### config.mk
export PLATFORM = sky130hd
export DESIGN_NAME = serial_frame_rx
export DESIGN_NICKNAME = d
export VERILOG_FILES = /design/src/rtl/serial_frame_rx_pkg.sv /design/src/rtl/serial_frame_rx_sipo_shift_reg.sv /design/src/rtl/serial_frame_rx.sv
export VERILOG_INCLUDE_DIRS = /design/src /design/src/rtl
export SDC_FILE = /design/constraint.sdc
export NUM_CORES = 1
export LEC_CHECK = 0
export CAP_MARGIN = 30
export CORE_ASPECT_RATIO = 0.9
export CORE_MARGIN = 2
export CORE_UTILIZATION = 50
export CTS_BUF_LIST = sky130_fd_sc_hd__clkbuf_8
export CTS_CLUSTER_SIZE = 30
export DETAILED_ROUTE_END_ITERATION = 16
export GPL_ROUTABILITY_DRIVEN = 0
export PLACE_DENSITY = 0.79
export SLEW_MARGIN = 20
export SYNTH_ARGS = -nofsm -noshare
export SYNTH_HDL_FRONTEND = slang
export SYNTH_HIERARCHICAL = 1
export SYNTH_SLANG_ARGS = --single-unit
### constraint.sdc
create_clock -name clk -period 3.07 [get_ports clk]
set_clock_uncertainty 0.15 [all_clocks]
set_input_delay 0.7675 -clock clk [delete_from_list [all_inputs] [get_ports clk]]
set_output_delay 0.7675 -clock clk [all_outputs]
set_load 0.005 [all_outputs]
### src/rtl/serial_frame_defs.vh
// State encodings shared by the serial frame receiver and the future transmitter.
`ifndef SERIAL_FRAME_DEFS_VH
`define SERIAL_FRAME_DEFS_VH

`define SF_ST_IDLE   2'd0
`define SF_ST_DATA   2'd1
`define SF_ST_PARITY 2'd2
`define SF_ST_STOP   2'd3

`endif

### src/rtl/serial_frame_rx_pkg.sv
// Types and helpers shared by the serial frame receiver files.
`include "serial_frame_defs.vh"

package serial_frame_rx_pkg;

    typedef enum logic [1:0] {
        ST_IDLE   = `SF_ST_IDLE,
        ST_DATA   = `SF_ST_DATA,
        ST_PARITY = `SF_ST_PARITY,
        ST_STOP   = `SF_ST_STOP
    } rx_state_e;

    typedef enum logic [1:0] {
        RES_GOOD   = 2'd0,
        RES_PARITY = 2'd1,
        RES_FRAME  = 2'd2
    } rx_result_e;

    // A missing stop bit outranks a parity mismatch.
    function automatic rx_result_e classify_frame(input logic stop_bit, input logic parity_ok);
        rx_result_e res;
        if (!stop_bit) begin
            res = RES_FRAME;
        end else if (!parity_ok) begin
            res = RES_PARITY;
        end else begin
            res = RES_GOOD;
        end
        return res;
    endfunction

endpackage

### src/rtl/serial_frame_rx_sipo_shift_reg.sv
// Serial-in parallel-out shift register; new bits enter at the MSB so an
// LSB-first stream ends up in natural bit order.
module sipo_shift_reg #(
    parameter int DATA_WIDTH = 8
) (
    input  logic                  clk,
    input  logic                  reset,
    input  logic                  en,
    input  logic                  din,
    output logic [DATA_WIDTH-1:0] q
);

    logic [DATA_WIDTH-1:0] q_q;
    logic [DATA_WIDTH-1:0] q_d;

    genvar gi;
    generate
        for (gi = 0; gi < DATA_WIDTH; gi++) begin : g_bit
            if (gi == DATA_WIDTH - 1) begin : g_top
                assign q_d[gi] = din;
            end else begin : g_inner
                assign q_d[gi] = q_q[gi+1];
            end
        end
    endgenerate

    always_ff @(posedge clk) begin
        if (reset) begin
            q_q <= '0;
        end else if (en) begin
            q_q <= q_d;
        end
    end

    assign q = q_q;

endmodule

### src/rtl/serial_frame_rx.sv
// Strobed serial frame receiver: start, LSB-first data, optional even parity,
// stop. Reports good frames and parity/framing errors as one-cycle pulses.
module serial_frame_rx
    import serial_frame_rx_pkg::*;
#(
    parameter int DATA_WIDTH = 8,
    parameter bit PARITY_EN  = 1'b1
) (
    input  logic                  clk,
    input  logic                  reset,
    input  logic                  en,
    input  logic                  sin,
    output logic [DATA_WIDTH-1:0] data,
    output logic                  valid,
    output logic                  parity_err,
    output logic                  frame_err,
    output logic                  busy
);

    localparam int CNT_W = $clog2(DATA_WIDTH + 1);
    localparam logic [CNT_W-1:0] LAST_BIT = CNT_W'(DATA_WIDTH - 1);

    rx_state_e             state_q;
    logic [CNT_W-1:0]      cnt_q;
    logic                  rx_parity_q;
    logic [DATA_WIDTH-1:0] data_q;
    logic                  valid_q;
    logic                  parity_err_q;
    logic                  frame_err_q;

    logic [DATA_WIDTH-1:0] shift_q;
    logic                  shift_en_d;
    logic                  parity_ok_d;
    rx_result_e            result_d;

    assign shift_en_d = en && (state_q == ST_DATA);

    sipo_shift_reg #(
        .DATA_WIDTH(DATA_WIDTH)
    ) u_shift (
        .clk  (clk),
        .reset(reset),
        .en   (shift_en_d),
        .din  (sin),
        .q    (shift_q)
    );

    // With parity disabled every frame counts as parity-clean.
    assign parity_ok_d = !PARITY_EN || ((^shift_q ^ rx_parity_q) == 1'b0);
    assign result_d    = classify_frame(sin, parity_ok_d);

    always_ff @(posedge clk) begin
        if (reset) begin
            state_q      <= ST_IDLE;
            cnt_q        <= '0;
            rx_parity_q  <= 1'b0;
            data_q       <= '0;
            valid_q      <= 1'b0;
            parity_err_q <= 1'b0;
            frame_err_q  <= 1'b0;
        end else begin
            valid_q      <= 1'b0;
            parity_err_q <= 1'b0;
            frame_err_q  <= 1'b0;
            if (en) begin
                case (state_q)
                    ST_IDLE: begin
                        if (!sin) begin
                            state_q <= ST_DATA;
                            cnt_q   <= '0;
                        end
                    end
                    ST_DATA: begin
                        cnt_q <= cnt_q + CNT_W'(1);
                        if (cnt_q == LAST_BIT) begin
                            state_q <= PARITY_EN ? ST_PARITY : ST_STOP;
                        end
                    end
                    ST_PARITY: begin
                        rx_parity_q <= sin;
                        state_q     <= ST_STOP;
                    end
                    ST_STOP: begin
                        state_q <= ST_IDLE;
                        case (result_d)
                            RES_GOOD: begin
                                data_q  <= shift_q;
                                valid_q <= 1'b1;
                            end
                            RES_PARITY: parity_err_q <= 1'b1;
                            default:    frame_err_q  <= 1'b1;
                        endcase
                    end
                    default: state_q <= ST_IDLE;
                endcase
            end
        end
    end

    assign data       = data_q;
    assign valid      = valid_q;
    assign parity_err = parity_err_q;
    assign frame_err  = frame_err_q;
    assign busy       = (state_q != ST_IDLE);

endmodule

==> results.txt <==
----------------------------------------------------
[Critical path]
  Stages on the worst setup path ... 4
  Critical path fanouts, max ... 4
  Critical path, cell by cell ... inv_1 > ha_1 > inv_1 > clkdlybuf4s50_1
  Critical path buffers and inverters ... 3
  Critical path endpoint category ... primary output
  WP data required ... 2.15 ns
  Worst Reg-to-Reg Cells ... 6
  Critical path destination ... busy
  Arrival time of data at the critical path endpoint ... 1.60 ns
  Top cell by count, worst path ... inv_1
  Worst r2r dst ... state_q[1]
  Critical path start-end classification ... flop to primary output
  Delay of the slowest cell on the worst path ... 0.49 ns
  Critical path origin ... state_q[0]
  Start of the worst register-to-register path ... state_q[0]
  Crit path max-delay family ... buffers and inverters
  CP max stage cell ... clkdlybuf4s50_1
  Flop2flop setup slack ... 1.06 ns
  Worst setup SP type ... flop

[Final layout]
  Number of filler cells placed in the layout ... 188
  Antenna diode instance count ... 0
  Layout area overhead ... 18.49%
  Number of cells in the finished layout apart from fillers ... 166
  Final core occ ... 0.6401
  Fin nets ... 150
  Fraction of final layout cells with drive strength greater than 1 ... 0.04317

[CTS]
  Cells resized by post-CTS repair ... 0
  Max clock buf depth ... 2
  TritonCTS clock tree ... done
  CTS clock-pin slew for the worst setup and hold paths ... 0.08 ns
  Number of buffers inserted by hold repair at cts ... 0
  Number of clock sinks ... 26
  Clock buffers created by TritonCTS ... 3
  Clock tree root driver cell ... clkbuf_8
  Buffers inserted by post-CTS timing repair ... 0
  Clk_lat worst skew ... 0.28 ns
  # H-tree levels ... 1

[Timing]
  Total of endpoints with negative setup slack in the final report ... 0
  Final hold vios ... 0
  Minimum period implied by the final worst setup slack ... 2.516 ns
  Minimum hold slack ... 0.3074 ns
  Max Freq ... 397.5 MHz
  RSZ-0062 raised after global routing ... false
  Max-slew violation count ... 0
  Relative slew slack ... 0.6724
  Part of the cycle the worst path needs ... 0.8195
  Actual slew at the worst max-slew pin ... 0.4915 ns
  Post-Route Setup TNS ... 0 ns

[Logic synthesis]
  Synthesis Warnings ... 6
  Flops & latches, synth ... 26
  Mapped Cells ... 125
  Number of distinct standard cells referenced by the synthesized netlist ... 30
  Main flop type after synthesis ... dfxtp_1
  Share of synthesized area occupied by flip-flops and latches ... 0.4298
  Post-synth design cell area ... 1211 sq um
  Share of synthesized flip-flops with an asynchronous set or reset ... 0
  Count of flip-flops with a built-in enable after synthesis ... 0
  Average instance area after synthesis ... 9.689 sq um
  Post-synth net total ... 135

[Global route]
  First-pass GRT wire length ... 3705 um
  Via count of the first global-routing pass ... 834
  GRT Util Overall ... 0.1747
  Number of antenna violations at the first check in global routing ... 0
  Overflow left after global routing ... 0
  Pin count of the biggest net entering global routing ... 18

[Placement]
  Number of placed cells counting well taps ... 162
  Port-buffer cells ... 15
  DP Wirelength ... 1574 um

[Die]
  Die width ... 55.88 um
  Count of boundary I/O pins ... 16
  Height of the die ... 50.69 um
  Die area ... 2833 sq um
  Initial cell density of the core ... 0.5402
  Floorplan Core Area ... 2242 sq um
  Cell Rows ... 16

[Routing]
  Final routed wirelength across all metal layers ... 2224 um
  Detail-routed via count per cell ... 5.217
  DRT Pass-1 Iters ... 4
  Count of antenna-violating nets left after detailed routing ... 0
  Wire per inst ... 13.40 um
  Post-detailed-route DRC marker count ... 0
  Violation count after the first detailed-routing iteration ... 16
  Via count ... 866

[Worst hold path]
  Type of the worst min-delay path ... flop to flop

[Power]
  P per Cell Area ... 478.5 nW/um^2
  Leakage power summed over all cells ... 0.5247 nW
  Peak supply drop ... 0.0004118 V

[Status]
  Result of the run ... finished clean

[Run]
  Number of max-cap violations ... 0

----------------------------------------------------
-- where the power goes --
part | internal, mW | switching (mW) | leakage, nW
registers | 0.341 | 0.00449 | 0.210
clock network | 0.175 | 0.106 | 0.0357
logic | 0.0262 | 0.0345 | 0.279
-- metal layers --
metal,up-vias,GRT usage,share of wire
met3,5,0.05670,0.040
li1,442,-,-
met4,0,0.07143,0.015
met2,12,0.3155,0.51
met5,-,0,0
met1,407,0.1898,0.44
-- layout make-up --
class / instances / area, sq um / share of cell area
clock inverter: 1 / 30.03 / 0.02092
inverter: 5 / 18.77 / 0.01308
multi-input combinational: 88 / 633.1 / 0.4411
clock buffer: 3 / 41.29 / 0.02877
timing repair buffer: 16 / 157.7 / 0.1099
sequential: 26 / 520.5 / 0.3627
tap: 27 / 33.78 / 0.02354
-- worst register-to-register path: stages (launching register included) --
cell and delay, ns:
dfxtp_1 0.40, inv_1 0.10, ha_1 0.25, a21boi_0 0.31
a21boi_0 0.42, mux2i_1 0.23, nor2_1 0.06
-- cell families after synthesis --
kind of cell / Yosys count / share of synthesized area
XOR/XNOR: 8 / 0.08058
AO/OA/AOI/OAI: 10 / 0.05785
AND/OR/NAND/NOR: 46 / 0.1694
adder cells (fa/ha/maj): 6 / 0.06198
buffers and inverters: 11 / 0.04751
multiplexers: 18 / 0.1529
flip-flops: 26 / 0.4298
-- Yosys cell counts, types with 2 or more instances --
cell type / count / share of area
clkbuf_1: 2 / 0.0062
a21oi_1: 2 / 0.0083
xor2_1: 4 / 0.029
xnor2_1: 2 / 0.014
buf_6: 2 / 0.019
inv_1: 4 / 0.012
nand3_1: 2 / 0.0083
a21boi_0: 2 / 0.012
o211ai_1: 2 / 0.012
nor2b_1: 3 / 0.015
nand2_1: 19 / 0.059
xnor3_1: 2 / 0.037
mux2i_1: 17 / 0.14
nor2_1: 15 / 0.046
ha_1: 6 / 0.062
nand3b_1: 2 / 0.012
dfxtp_1: 26 / 0.43
-- worst min path at each step --
stage | from | to | depth (start not counted)
after floorplan | rx_parity_q | rx_parity_q | 2
after global placement | data[5] | data[5] | 2
after detailed placement | data[1] | data[1] | 2
after CTS | data[1] | data[1] | 2
after global routing | data[6] | data[6] | 2
final | data[2] | data[2] | 2
-- state kept, by name, indices dropped and copies added, names as in the netlist --
register / cells
frame_err: 1
u_shift/q: 8
state_q: 2
parity_err: 1
valid: 1
cnt_q: 4
data: 8
rx_parity_q: 1
-- cell usage in the layout (no fill, tap or decap), drive strengths merged --
master         count
clkdlybuf4s50     15
nand3b             2
mux2               1
bufinv             1
clkinv             1
nand2             19
xor2               4
a21boi             2
nor4b              1
nor3b              1
mux2i             17
dfxtp             26
nor2b              3
a21oi              2
o211ai             2
nor2              15
ha                 6
xnor2              2
o21ai              1
a211oi             1
clkbuf             3
inv                4
xnor3              2
and3               1
o41ai              1
a32oi              1
buf                1
nand3              2
nor3               1
and2               1
-- through the flow --
step | instance area [sq um] | worst slack [ns] | total power, mW
6_report | 1435 | 0.5543 | 0.6867
5_1_grt | 1435 | 0.4472 | 0.7155
4_1_cts | 1435 | 0.5378 | 0.6940
3_5_place_dp | 1364 | 0.3686 | 0.4139
3_3_place_gp | 1364 | 0.4582 | 0.4103
2_1_floorplan | 1211 | 1.017 | 0.3969
No activity file was read; power rests on OpenSTA's default activity.
==> variant, RTL diff (config.mk and constraints unchanged) <==
Change the parameter `PARITY_EN` from 1'b1 to 1'b0.
--- a/src/rtl/serial_frame_rx.sv
+++ b/src/rtl/serial_frame_rx.sv
@@ -4,7 +4,7 @@
     import serial_frame_rx_pkg::*;
 #(
     parameter int DATA_WIDTH = 8,
-    parameter bit PARITY_EN  = 1'b1
+    parameter bit PARITY_EN  = 1'b0
 ) (
     input  logic                  clk,
     input  logic                  reset,
Formal check against the unedited RTL: no difference found for any inputs over 10 cycles, from zero or initial values and one cycle with reset high; that may be too few to reach the edited logic, so the function may still have changed.
==> variant against the original RTL <==
Worst setup slack better by 0.024 ns. Cell count shrank 12%. Non-clock buffer count is 1 lower. Count of clock-buffer cells in the layout stayed put. Sequential cell count down 2. Total power down 7.0%. Area after synthesis shrank 17%. Clock power fell by 4%. Register-to-register slack gained 0.28 ns. Via count is 14% lower. Wire length is 24% lower. Worst hold slack lost 0.0018 ns. Cell area decreased by 15%. Utilization decreased by 0.28 points.
==> variant: results (changes against the original RTL) <==
- Wire length of the first global-routing pass: 2.82 mm (-24%)
- Fraction of registers with async set or reset after synthesis: 0 (unchanged)
- Mean routed wirelength per cell: 11.6 um (-14%)
- Cell chosen for the clock root: sky130_fd_sc_hd__clkbuf_8
- Primary flip-flop cell chosen by synthesis mapping: sky130_fd_sc_hd__dfxtp_1
- Number of global-route vias before repair: 718 (-14%)
- Number of inserted filler cells in the final layout: 161 (-14%)
- Proportion of layout cells with a drive suffix above 1: 0.0661 (+0.0230)
- Cell type group with the largest total delay on the critical path: buffers and inverters
- Clock Pin Slew Worst Setup and Hold Paths: 0.08 ns (about the same)
- Arr. time, crit path: 1.57 ns (-0.03 ns)
- Worst Path Max Fanout: 4 (unchanged)
- Outcome: finished clean
- H-tree depth reported by CTS: 1 (unchanged)
- Proportion of synthesized chip area in sequential cells: 0.476 (+0.0467)
- Global-route total usage across every layer: 0.160 (-0.0146)
- Antenna violations before repair: 0 (unchanged)
- Count of cell types in the netlist: 26 (-13%)
- IR Drop Worst-Case VDD: 0.352 mV (-15%)
- CTS Buffer Depth: 2 (unchanged)
- Number of CTS-inserted buffers: 3 (unchanged)
- Post-DR vias/cell: 5.08 (-2.6%)
- Buffer count from post-CTS setup fixing: 0 (unchanged)
- Count of input and output buffers: 14 (-1)
- Post-cts repair resize count: 0 (unchanged)
- Top area cells in the synthesized netlist: sky130_fd_sc_hd__dfxtp_1, sky130_fd_sc_hd__mux2i_1, sky130_fd_sc_hd__nand2_1
- Diodes inserted: 0 (unchanged)
- Static leakage: 0.452 nW (-14%)
- Half-perimeter wire length after placement: 1.22 mm (-22%)
- Cell type of the slowest stage on the worst timing path: sky130_fd_sc_hd__clkdlybuf4s50_1
- Pin count of the biggest net entering global routing: 24 (+6)
- Final net count: 130 (-13%)
- Clock network latency to the later pin of the worst-skew pair: 0.26 ns (-0.02 ns)
- Hold WC Path Type: reg2reg
- Synth warnings: 6 (unchanged)
- Delay of the slowest critical-path stage: 0.50 ns
- Leading cell types by count after synthesis: sky130_fd_sc_hd__dfxtp_1, sky130_fd_sc_hd__nand2_1, sky130_fd_sc_hd__nor2_1
- Nets in the synthesized netlist: 116 (-14%)
- Drt first-iter violations: 7 (-9)
- Drt first pass iters: 4 (unchanged)
-- variant: area by class of cell --
class,instances,area share
clock buffer,3,0.0338
timing repair buffer,15,0.121
sequential,24,0.394
multi-input combinational,73,0.386
tap,25,0.0256
inverter,5,0.0154
clock inverter,1,0.0246
-- variant: through the flow --
stage          power [mW]  utilization  cells  setup slack, ns  cell area (um^2)
4_1_cts             0.646        0.637    146            0.572              1220
5_1_grt             0.664        0.637    146            0.496              1220
3_5_place_dp        0.378        0.600    142            0.674              1150
2_1_floorplan       0.364            -    108             1.30              1010
3_3_place_gp        0.376        0.600    142            0.717              1150
6_report            0.639        0.637    146            0.578              1220
-- variant: cell families (layout without fill, tap and decap cells) --
logic type                 Yosys count  in the layout  share of synthesized area
and+or+nand+nor                     40             40                      0.175
xor gates and xnor gates             2              2                     0.0174
buffers and inverters               11             24                     0.0571
muxes                                9              9                     0.0893
other                                1              1                    0.00372
adders and majority gates            4              4                     0.0496
DFF                                 24             24                      0.476
AOI/OAI and AO/OA                   17             17                      0.132
-- variant: worst reg2reg max path, cell delays in order, from the launching register on --
cell	delay [ns]
sky130_fd_sc_hd__dfxtp_1	0.33
sky130_fd_sc_hd__inv_1	0.08
sky130_fd_sc_hd__ha_1	0.29
sky130_fd_sc_hd__and2_1	0.45
sky130_fd_sc_hd__mux2i_1	0.26
sky130_fd_sc_hd__nor2_1	0.06
-- variant: worst paths after layout --
path | from | to | slack [ns] | cells after the start
max | state_q[0] | busy | 0.58 | 4
min | data[2] | data[2] | 0.31 | 2
max reg2reg | state_q[1] | u_shift/q[2] | 1.34 | 5
min reg2reg | data[2] | data[2] | 0.31 | 2
-- variant: routing by layer --
metal	track usage	up-vias	wire length, um
met5	0	-	0
met2	0.291	12	863
met4	0.0895	0	11
li1	-	382	-
met1	0.172	346	751
met3	0.0422	2	64
-- variant: power by group --
group | internal, mW | switching, mW | leakage, nW
registers | 0.315 | 0.00304 | 0.194
logic | 0.0242 | 0.0287 | 0.222
clock network | 0.174 | 0.0941 | 0.0357
